$ cat src/rtl/mc_pkg.sv
// Shared types and encodings for the multi-cycle RV32 control sequencer.
package mc_pkg;

    typedef enum logic [2:0] {
        S_IF   = 3'd0,
        S_ID   = 3'd1,
        S_EX   = 3'd2,
        S_MEM  = 3'd3,
        S_WB   = 3'd4,
        S_HALT = 3'd5,
        S_TRAP = 3'd6
    } state_e;

    typedef enum logic [3:0] {
        CL_R      = 4'd0,
        CL_I      = 4'd1,
        CL_LOAD   = 4'd2,
        CL_STORE  = 4'd3,
        CL_LUI    = 4'd4,
        CL_AUIPC  = 4'd5,
        CL_BRANCH = 4'd6,
        CL_JAL    = 4'd7,
        CL_JALR   = 4'd8,
        CL_SYSTEM = 4'd9,
        CL_ILL    = 4'd10
    } class_e;

    localparam logic [6:0] OP_R      = 7'b0110011;
    localparam logic [6:0] OP_I      = 7'b0010011;
    localparam logic [6:0] OP_LOAD   = 7'b0000011;
    localparam logic [6:0] OP_STORE  = 7'b0100011;
    localparam logic [6:0] OP_LUI    = 7'b0110111;
    localparam logic [6:0] OP_AUIPC  = 7'b0010111;
    localparam logic [6:0] OP_BRANCH = 7'b1100011;
    localparam logic [6:0] OP_JAL    = 7'b1101111;
    localparam logic [6:0] OP_JALR   = 7'b1100111;
    localparam logic [6:0] OP_SYSTEM = 7'b1110011;

    localparam logic [2:0] F3_BEQ  = 3'b000;
    localparam logic [2:0] F3_BNE  = 3'b001;
    localparam logic [2:0] F3_PRIV = 3'b000;

    localparam logic [3:0] ALU_ADD  = 4'd0;
    localparam logic [3:0] ALU_SUB  = 4'd1;
    localparam logic [3:0] ALU_AND  = 4'd2;
    localparam logic [3:0] ALU_OR   = 4'd3;
    localparam logic [3:0] ALU_XOR  = 4'd4;
    localparam logic [3:0] ALU_SLL  = 4'd5;
    localparam logic [3:0] ALU_SRL  = 4'd6;
    localparam logic [3:0] ALU_SRA  = 4'd7;
    localparam logic [3:0] ALU_SLT  = 4'd8;
    localparam logic [3:0] ALU_SLTU = 4'd9;

    localparam logic [2:0] WD_ALU   = 3'd0;
    localparam logic [2:0] WD_IMM   = 3'd1;
    localparam logic [2:0] WD_MDR   = 3'd2;
    localparam logic [2:0] WD_PC4   = 3'd3;
    localparam logic [2:0] WD_PCIMM = 3'd4;

    localparam logic [1:0] PC_PLUS4  = 2'd0;
    localparam logic [1:0] PC_PC0IMM = 2'd1;
    localparam logic [1:0] PC_ALU    = 2'd2;

    localparam logic [1:0] TC_NONE    = 2'd0;
    localparam logic [1:0] TC_ILLEGAL = 2'd1;
    localparam logic [1:0] TC_IMEM_TO = 2'd2;
    localparam logic [1:0] TC_DMEM_TO = 2'd3;

    // Map a raw opcode onto an instruction class; unknown opcodes are illegal.
    function automatic class_e classify(input logic [6:0] op);
        class_e cls;
        case (op)
            OP_R:      cls = CL_R;
            OP_I:      cls = CL_I;
            OP_LOAD:   cls = CL_LOAD;
            OP_STORE:  cls = CL_STORE;
            OP_LUI:    cls = CL_LUI;
            OP_AUIPC:  cls = CL_AUIPC;
            OP_BRANCH: cls = CL_BRANCH;
            OP_JAL:    cls = CL_JAL;
            OP_JALR:   cls = CL_JALR;
            OP_SYSTEM: cls = CL_SYSTEM;
            default:   cls = CL_ILL;
        endcase
        return cls;
    endfunction

endpackage

$ cat src/rtl/mc_alu_dec.sv
// Combinational ALU function decode from instruction class and funct fields.
module mc_alu_dec
    import mc_pkg::*;
(
    input  class_e      cls,
    input  logic [2:0]  funct3,
    input  logic        funct7_b5,
    output logic [3:0]  alu_op
);

    // funct7[5] picks SUB only for register ops; it picks SRA for both forms
    always_comb begin
        alu_op = ALU_ADD;
        case (cls)
            CL_R, CL_I: begin
                case (funct3)
                    3'b000:  alu_op = ((cls == CL_R) && funct7_b5) ? ALU_SUB : ALU_ADD;
                    3'b001:  alu_op = ALU_SLL;
                    3'b010:  alu_op = ALU_SLT;
                    3'b011:  alu_op = ALU_SLTU;
                    3'b100:  alu_op = ALU_XOR;
                    3'b101:  alu_op = funct7_b5 ? ALU_SRA : ALU_SRL;
                    3'b110:  alu_op = ALU_OR;
                    3'b111:  alu_op = ALU_AND;
                    default: alu_op = ALU_ADD;
                endcase
            end
            CL_BRANCH: alu_op = ALU_SUB;
            default:   alu_op = ALU_ADD;
        endcase
    end

endmodule

$ cat src/rtl/mc_ctrl_fsm.sv
// Multi-cycle RV32 control sequencer with memory handshakes, timeouts,
// illegal-instruction trap, halt and retired-instruction counter.
module mc_ctrl_fsm
    import mc_pkg::*;
#(
    parameter int ALU_OP_W = 4,
    parameter int TIMEOUT  = 16,
    parameter int CNT_W    = 32
) (
    input  logic                clk,
    input  logic                rst,
    input  logic [6:0]          opcode,
    input  logic [2:0]          funct3,
    input  logic [6:0]          funct7,
    input  logic                zf,
    input  logic                imem_ack,
    input  logic                dmem_ack,
    output logic                imem_req,
    output logic                dmem_req,
    output logic                mem_write,
    output logic                ir_write,
    output logic                pc_write,
    output logic                pc0_write,
    output logic                reg_write,
    output logic [1:0]          pc_s,
    output logic                rs2_imm_s,
    output logic [2:0]          w_data_s,
    output logic [ALU_OP_W-1:0] alu_op,
    output logic                halted,
    output logic                trap,
    output logic [1:0]          trap_cause,
    output logic [CNT_W-1:0]    retired
);

    state_e           state_r, state_s;
    class_e           cls_s;
    logic [7:0]       wait_r, wait_inc_s;
    logic             timeout_s, taken_s, br_second_r;
    logic [3:0]       alu_dec_s, alu_op_s;
    logic             imem_req_s, dmem_req_s, mem_write_s, ir_write_s;
    logic             pc_write_s, pc0_write_s, reg_write_s, rs2_sel_s;
    logic [1:0]       pc_sel_s, cause_s;
    logic [2:0]       wd_sel_s;
    logic             halted_r, trap_r;
    logic [1:0]       cause_r;
    logic [CNT_W-1:0] retired_r;
    logic             funct7_unused_s;

    assign cls_s           = classify(opcode);
    assign wait_inc_s      = wait_r + 8'd1;
    // An ack in the same cycle the count hits TIMEOUT wins over the timeout
    assign timeout_s       = (wait_inc_s == 8'(TIMEOUT));
    assign taken_s         = (funct3 == F3_BEQ) ? zf : ~zf;
    assign funct7_unused_s = ^{funct7[6], funct7[4:0]};

    mc_alu_dec u_alu_dec (
        .cls       (cls_s),
        .funct3    (funct3),
        .funct7_b5 (funct7[5]),
        .alu_op    (alu_dec_s)
    );

    // Next-state and datapath strobe decode; acks are only looked at in IF/MEM
    always_comb begin
        state_s     = state_r;
        imem_req_s  = 1'b0;
        dmem_req_s  = 1'b0;
        mem_write_s = 1'b0;
        ir_write_s  = 1'b0;
        pc_write_s  = 1'b0;
        pc0_write_s = 1'b0;
        reg_write_s = 1'b0;
        rs2_sel_s   = 1'b0;
        pc_sel_s    = PC_PLUS4;
        wd_sel_s    = WD_ALU;
        alu_op_s    = ALU_ADD;
        cause_s     = TC_NONE;
        case (state_r)
            S_IF: begin
                imem_req_s = 1'b1;
                if (imem_ack) begin
                    ir_write_s  = 1'b1;
                    pc0_write_s = 1'b1;
                    state_s     = S_ID;
                end else if (timeout_s) begin
                    state_s = S_TRAP;
                    cause_s = TC_IMEM_TO;
                end else begin
                    state_s = S_IF;
                end
            end
            S_ID: begin
                case (cls_s)
                    CL_SYSTEM: begin
                        if (funct3 == F3_PRIV) begin
                            state_s = S_HALT;
                        end else begin
                            state_s = S_TRAP;
                            cause_s = TC_ILLEGAL;
                        end
                    end
                    CL_BRANCH: begin
                        if ((funct3 == F3_BEQ) || (funct3 == F3_BNE)) begin
                            state_s = S_EX;
                        end else begin
                            state_s = S_TRAP;
                            cause_s = TC_ILLEGAL;
                        end
                    end
                    CL_ILL: begin
                        state_s = S_TRAP;
                        cause_s = TC_ILLEGAL;
                    end
                    default: state_s = S_EX;
                endcase
            end
            S_EX: begin
                alu_op_s  = alu_dec_s;
                rs2_sel_s = (cls_s != CL_R) && (cls_s != CL_BRANCH);
                case (cls_s)
                    CL_LOAD, CL_STORE: state_s = S_MEM;
                    CL_BRANCH: begin
                        // zf for the SUB issued in the first EX cycle is valid in the second
                        if (br_second_r) begin
                            pc_write_s = 1'b1;
                            pc_sel_s   = taken_s ? PC_PC0IMM : PC_PLUS4;
                            state_s    = S_IF;
                        end else begin
                            state_s = S_EX;
                        end
                    end
                    default: state_s = S_WB;
                endcase
            end
            S_MEM: begin
                dmem_req_s  = 1'b1;
                mem_write_s = (cls_s == CL_STORE);
                if (dmem_ack) begin
                    if (cls_s == CL_STORE) begin
                        pc_write_s = 1'b1;
                        pc_sel_s   = PC_PLUS4;
                        state_s    = S_IF;
                    end else begin
                        state_s = S_WB;
                    end
                end else if (timeout_s) begin
                    state_s = S_TRAP;
                    cause_s = TC_DMEM_TO;
                end else begin
                    state_s = S_MEM;
                end
            end
            S_WB: begin
                reg_write_s = 1'b1;
                pc_write_s  = 1'b1;
                state_s     = S_IF;
                case (cls_s)
                    CL_LUI:   wd_sel_s = WD_IMM;
                    CL_LOAD:  wd_sel_s = WD_MDR;
                    CL_AUIPC: wd_sel_s = WD_PCIMM;
                    CL_JAL: begin
                        wd_sel_s = WD_PC4;
                        pc_sel_s = PC_PC0IMM;
                    end
                    CL_JALR: begin
                        wd_sel_s = WD_PC4;
                        pc_sel_s = PC_ALU;
                    end
                    default:  wd_sel_s = WD_ALU;
                endcase
            end
            S_HALT:  state_s = S_HALT;
            S_TRAP:  state_s = S_TRAP;
            default: state_s = S_IF;
        endcase
    end

    // State register, per-access wait counter and branch second-cycle flag
    always_ff @(posedge clk) begin
        if (rst) begin
            state_r     <= S_IF;
            wait_r      <= 8'd0;
            br_second_r <= 1'b0;
        end else begin
            state_r     <= state_s;
            wait_r      <= ((state_s == state_r) && ((state_r == S_IF) || (state_r == S_MEM)))
                           ? wait_inc_s : 8'd0;
            br_second_r <= (state_r == S_EX) && (state_s == S_EX);
        end
    end

    // Sticky halt/trap flags, latched on entry to the absorbing states
    always_ff @(posedge clk) begin
        if (rst) begin
            halted_r <= 1'b0;
            trap_r   <= 1'b0;
            cause_r  <= TC_NONE;
        end else begin
            if ((state_s == S_HALT) && (state_r != S_HALT)) begin
                halted_r <= 1'b1;
            end
            if ((state_s == S_TRAP) && (state_r != S_TRAP)) begin
                trap_r  <= 1'b1;
                cause_r <= cause_s;
            end
        end
    end

    // Retired counter: one per completed instruction, free-running wrap
    always_ff @(posedge clk) begin
        if (rst) begin
            retired_r <= {CNT_W{1'b0}};
        end else if (pc_write_s) begin
            retired_r <= retired_r + {{(CNT_W-1){1'b0}}, 1'b1};
        end
    end

    // Strobes are forced low while rst is held so an aborted access writes nothing
    assign imem_req   = imem_req_s  & ~rst;
    assign dmem_req   = dmem_req_s  & ~rst;
    assign mem_write  = mem_write_s & ~rst;
    assign ir_write   = ir_write_s  & ~rst;
    assign pc_write   = pc_write_s  & ~rst;
    assign pc0_write  = pc0_write_s & ~rst;
    assign reg_write  = reg_write_s & ~rst;
    assign rs2_imm_s  = rs2_sel_s   & ~rst;
    assign pc_s       = rst ? 2'd0 : pc_sel_s;
    assign w_data_s   = rst ? 3'd0 : wd_sel_s;
    assign alu_op     = rst ? {ALU_OP_W{1'b0}} : ALU_OP_W'(alu_op_s);
    assign halted     = halted_r;
    assign trap       = trap_r;
    assign trap_cause = cause_r;
    assign retired    = retired_r;

endmodule

$ cat config.mk
export PLATFORM = sky130hd
export DESIGN_NAME = mc_ctrl_fsm
export DESIGN_NICKNAME = d
export VERILOG_FILES = /design/src/rtl/mc_pkg.sv /design/src/rtl/mc_alu_dec.sv /design/src/rtl/mc_ctrl_fsm.sv
export SDC_FILE = /design/constraint.sdc
export NUM_CORES = 1
export LEC_CHECK = 0
export CORE_AREA = 2 2 83 85
export DETAILED_ROUTE_END_ITERATION = 16
export DIE_AREA = 0 0 85 87
export DONT_BUFFER_PORTS = 1
export SETUP_SLACK_MARGIN = 0.5
export SYNTH_ARGS = -nofsm -noshare
export SYNTH_HDL_FRONTEND = slang
export SYNTH_SLANG_ARGS = --single-unit
$ cat constraint.sdc
create_clock -name clk -period 2.6 [get_ports clk]
set_input_delay 0.52 -clock clk [delete_from_list [all_inputs] [get_ports clk]]
set_output_delay 0.52 -clock clk [all_outputs]
set_load 0.1 [all_outputs]
==> summary.txt <==
Worst setup path
  – Worst Setup SP: opcode[6]
  – R2R Path End: retired[29]
  – R2R depth: 7
  – Crit path DAT: 1.82 ns
  – Startpoint Class: input port
  – CP max stage delay: 0.57 ns
  – Worst Path Buf+Inv: 0
  – CP Data Required Time: 2.08 ns
  – CP endpoint kind: output port
  – Crit-path cells: xor2_4, nor2_1, mux2_2, o2111a_1, and4b_4
  – Top delay family on crit path: simple AND/OR/NAND/NOR gates
  – Number of cells on the critical path: 5
  – FF-to-FF setup slack: 0.39 ns
  – Crit path max-delay cell type: and4b_4
  – Worst Setup EP: pc_s[1]
  – Worst Setup Path Type: in -> out
  – RR Startpoint: retired[24]
  – Worst-path fanout max: 11

Finish
  – P&R area growth vs syn: 48.3%
  – # fillers: 556
  – Register area: 1050 um^2
  – Layout Nets: 452
  – Non-Filler Instances: 508
  – Share of post-route cells with drive strength above 1: 43.7%
  – Multi-input logic area: 2060 um^2
  – Ant diodes: 0

Clock tree
  – CTS tree: yes
  – Clk slew on worst S/H paths: 0.09 ns
  – Clock Path Buffers: 2
  – CTS Root Cell: clkbuf_8
  – H-Tree Depth: 2
  – Clk Latency, worst-skew pair: 0.30 ns
  – Clock buffer count from CTS: 5
  – Clock sink count: 48

Synthesis
  – Sequential-to-total area share from yosys stat: 33.7%
  – Syn Area/Cell: 8.12 um^2
  – Largest family of logic cells by synthesized area: simple AND/OR/NAND/NOR gates
  – Top FF cell, synth: dfxtp_1
  – Net Count, Synth: 376
  – Yosys reg bits: 48
  – Post-synth EDFFs: 0
  – Synth unique cells: 59
  – Adder-Cell Fraction of Synth Area: 1.32%
  – Mapped Cells: 351
  – Post-synthesis simple-gate area fraction: 36.0%
  – Mux share of post-synthesis cell area: 1.10%
  – FFs w/ async S/R, synth: 0%
  – Cell area after synthesis: 2850 um^2
  – Post-synthesis xor/xnor area fraction: 9.83%
  – Synth Area in Compound Gates: 13.1%
  – YS warnings: 0

Power
  – Pwr/cell area: 397 nW/um^2
  – Leak: 0.00165 uW
  – Design Power: 1680 uW
  – Max VDD drop: 0.382 mV

Timing
  – Peak Freq: 0.428 GHz
  – Unrepaired setup endpoints after global routing: yes
  – Total Neg Setup Slack: 0 ns
  – Final slew viol count: 0
  – Final setup violation count: 0
  – Final hold viol count: 0
  – Period Utilization, post-route: 89.9%
  – Layout Skew: 0.00694 ns
  – Post-route minimum period: 2.34 ns
  – Least-Margin Pin Slew: 1.01 ns
  – Tightest hold margin: 0.282 ns
  – Relative slew slack: 32.7%

Place
  – Port buffer count: 0
  – DP Wirelength: 5.22 mm
  – Total placed cells including tap cells: 465
  – Routability-driven placement congestion ratio: 0.893

Route
  – Vias post-DR: 2881
  – Detailed-route vias per instance: 5.67
  – Final WL: 7.95 mm
  – # DRC: 0
  – Avg WL per Cell: 15.6 um
  – First-pass DRT Iterations: 5
  – DRT iter0 DRCs: 82
  – Antenna-violating nets left: 0

Global route
  – Initial antenna violation count: 0
  – Gr ovfl total: 0
  – GRT Total Usage: 20.6%
  – Vias in the first global route: 2697
  – Largest net degree at the start of global routing: 43
  – First-pass GRT wire length: 12.5 mm

Floorplanning
  – CORE AREA: 6570 um^2
  – Rows: 30
  – Initial core utilization: 43.4%
  – # IOs: 75
  – Die Ht: 87 um
  – Die X: 85 um
  – Die Area: 7400 um^2

Status
  – Run status: finished, final reports clean

Min path
  – Worst hold path type: in -> reg

Job
  – Maxcap violations: 0
sequential cells by signal, summed over array words and instances (netlist names):
name	cells
retired	32
wait_r	8
state_r	3
trap	1
br_second_r	1
halted	1
trap_cause	2
kinds of logic after synthesis:
group,Yosys count
adders and majority gates,3
AOI/OAI and AO/OA,51
and+or+nand+nor,183
buffers and inverters,31
xor gates and xnor gates,32
muxes,3
DFF,48
area by class of cell:
class                      instances  area share, %
clock buffer                       6           2.22
clock inverter                     2          0.296
inverter                          12           1.24
multi-input combinational        272           48.8
sequential                        48           24.9
tap                               80           2.37
timing repair buffer              88           20.2
stage by stage:
step	worst slack, ns	cell area, um^2	util [%]
6_report	0.263	4230	64.4
5_1_grt	0.230	4230	64.4
4_1_cts	0.267	4000	60.8
3_5_place_dp	0.138	3610	54.9
3_3_place_gp	0.162	3610	54.9
2_1_floorplan	-0.457	3160	-
metal layers:
layer	part of all wire (%)	vias up	global-route usage [%]
li1	-	1416	-
met1	41	1368	24.8
met2	51	85	34.8
met3	5.6	12	4.93
met4	1.8	0	9.24
met5	0	-	0
synth_stat cells (all sizes together), types with 6 or more instances:
cell	count	area, um^2
and2	6	37.5
or3	7	43.8
nand4	24	165
dfxtp	48	961
nand2	23	86.3
nor3	12	60.1
nand3	14	87.6
nor2	53	199
inv	12	45.0
clkbuf	9	33.8
xor2	27	236
o21ai	12	60.1
and3	8	50.1
buf	10	62.6
a21oi	14	70.1
report_power, final:
part	internal [uW]	leakage (uW)	switching, uW
sequential	730	0.000409	18.8
clock	246	0.0000523	252
combinational	175	0.00119	255
total	1150	0.00165	527
worst min path at each step:
stage | from | to | slack (ns) | cells past startpoint
2_1_floorplan | wait_r[0] | wait_r[0] | 0.44 | 1
3_3_place_gp | halted | halted | 0.45 | 2
3_5_place_dp | halted | halted | 0.46 | 2
4_1_cts | rst | retired[24] | 0.26 | 1
5_1_grt | rst | retired[5] | 0.25 | 1
6_report | rst | halted | 0.28 | 1
cells in the final DEF, fill, tap and decap left out, drive strengths merged, types with 4 or more instances in the layout:
master / count
nor2: 53
and3: 8
xnor2: 5
nand3: 14
nor3: 12
o31ai: 4
inv: 12
a21oi: 14
nand2b: 4
dfxtp: 48
o21ai: 12
clkbuf: 6
nand2: 23
nor2b: 5
xor2: 27
nand4: 24
buf: 88
nor4: 5
and2: 6
or3: 7
timing repair:
action / in CTS / in global routing
buffers inserted: 20 / 15
pin swaps: 25 / 30
gates resized for setup: 36 / 29
hold buffers: 0 / 0
hold endpoints to repair: 0 / 0
setup endpoints to repair: 32 / 31
Power figures use the tool's default switching activity.
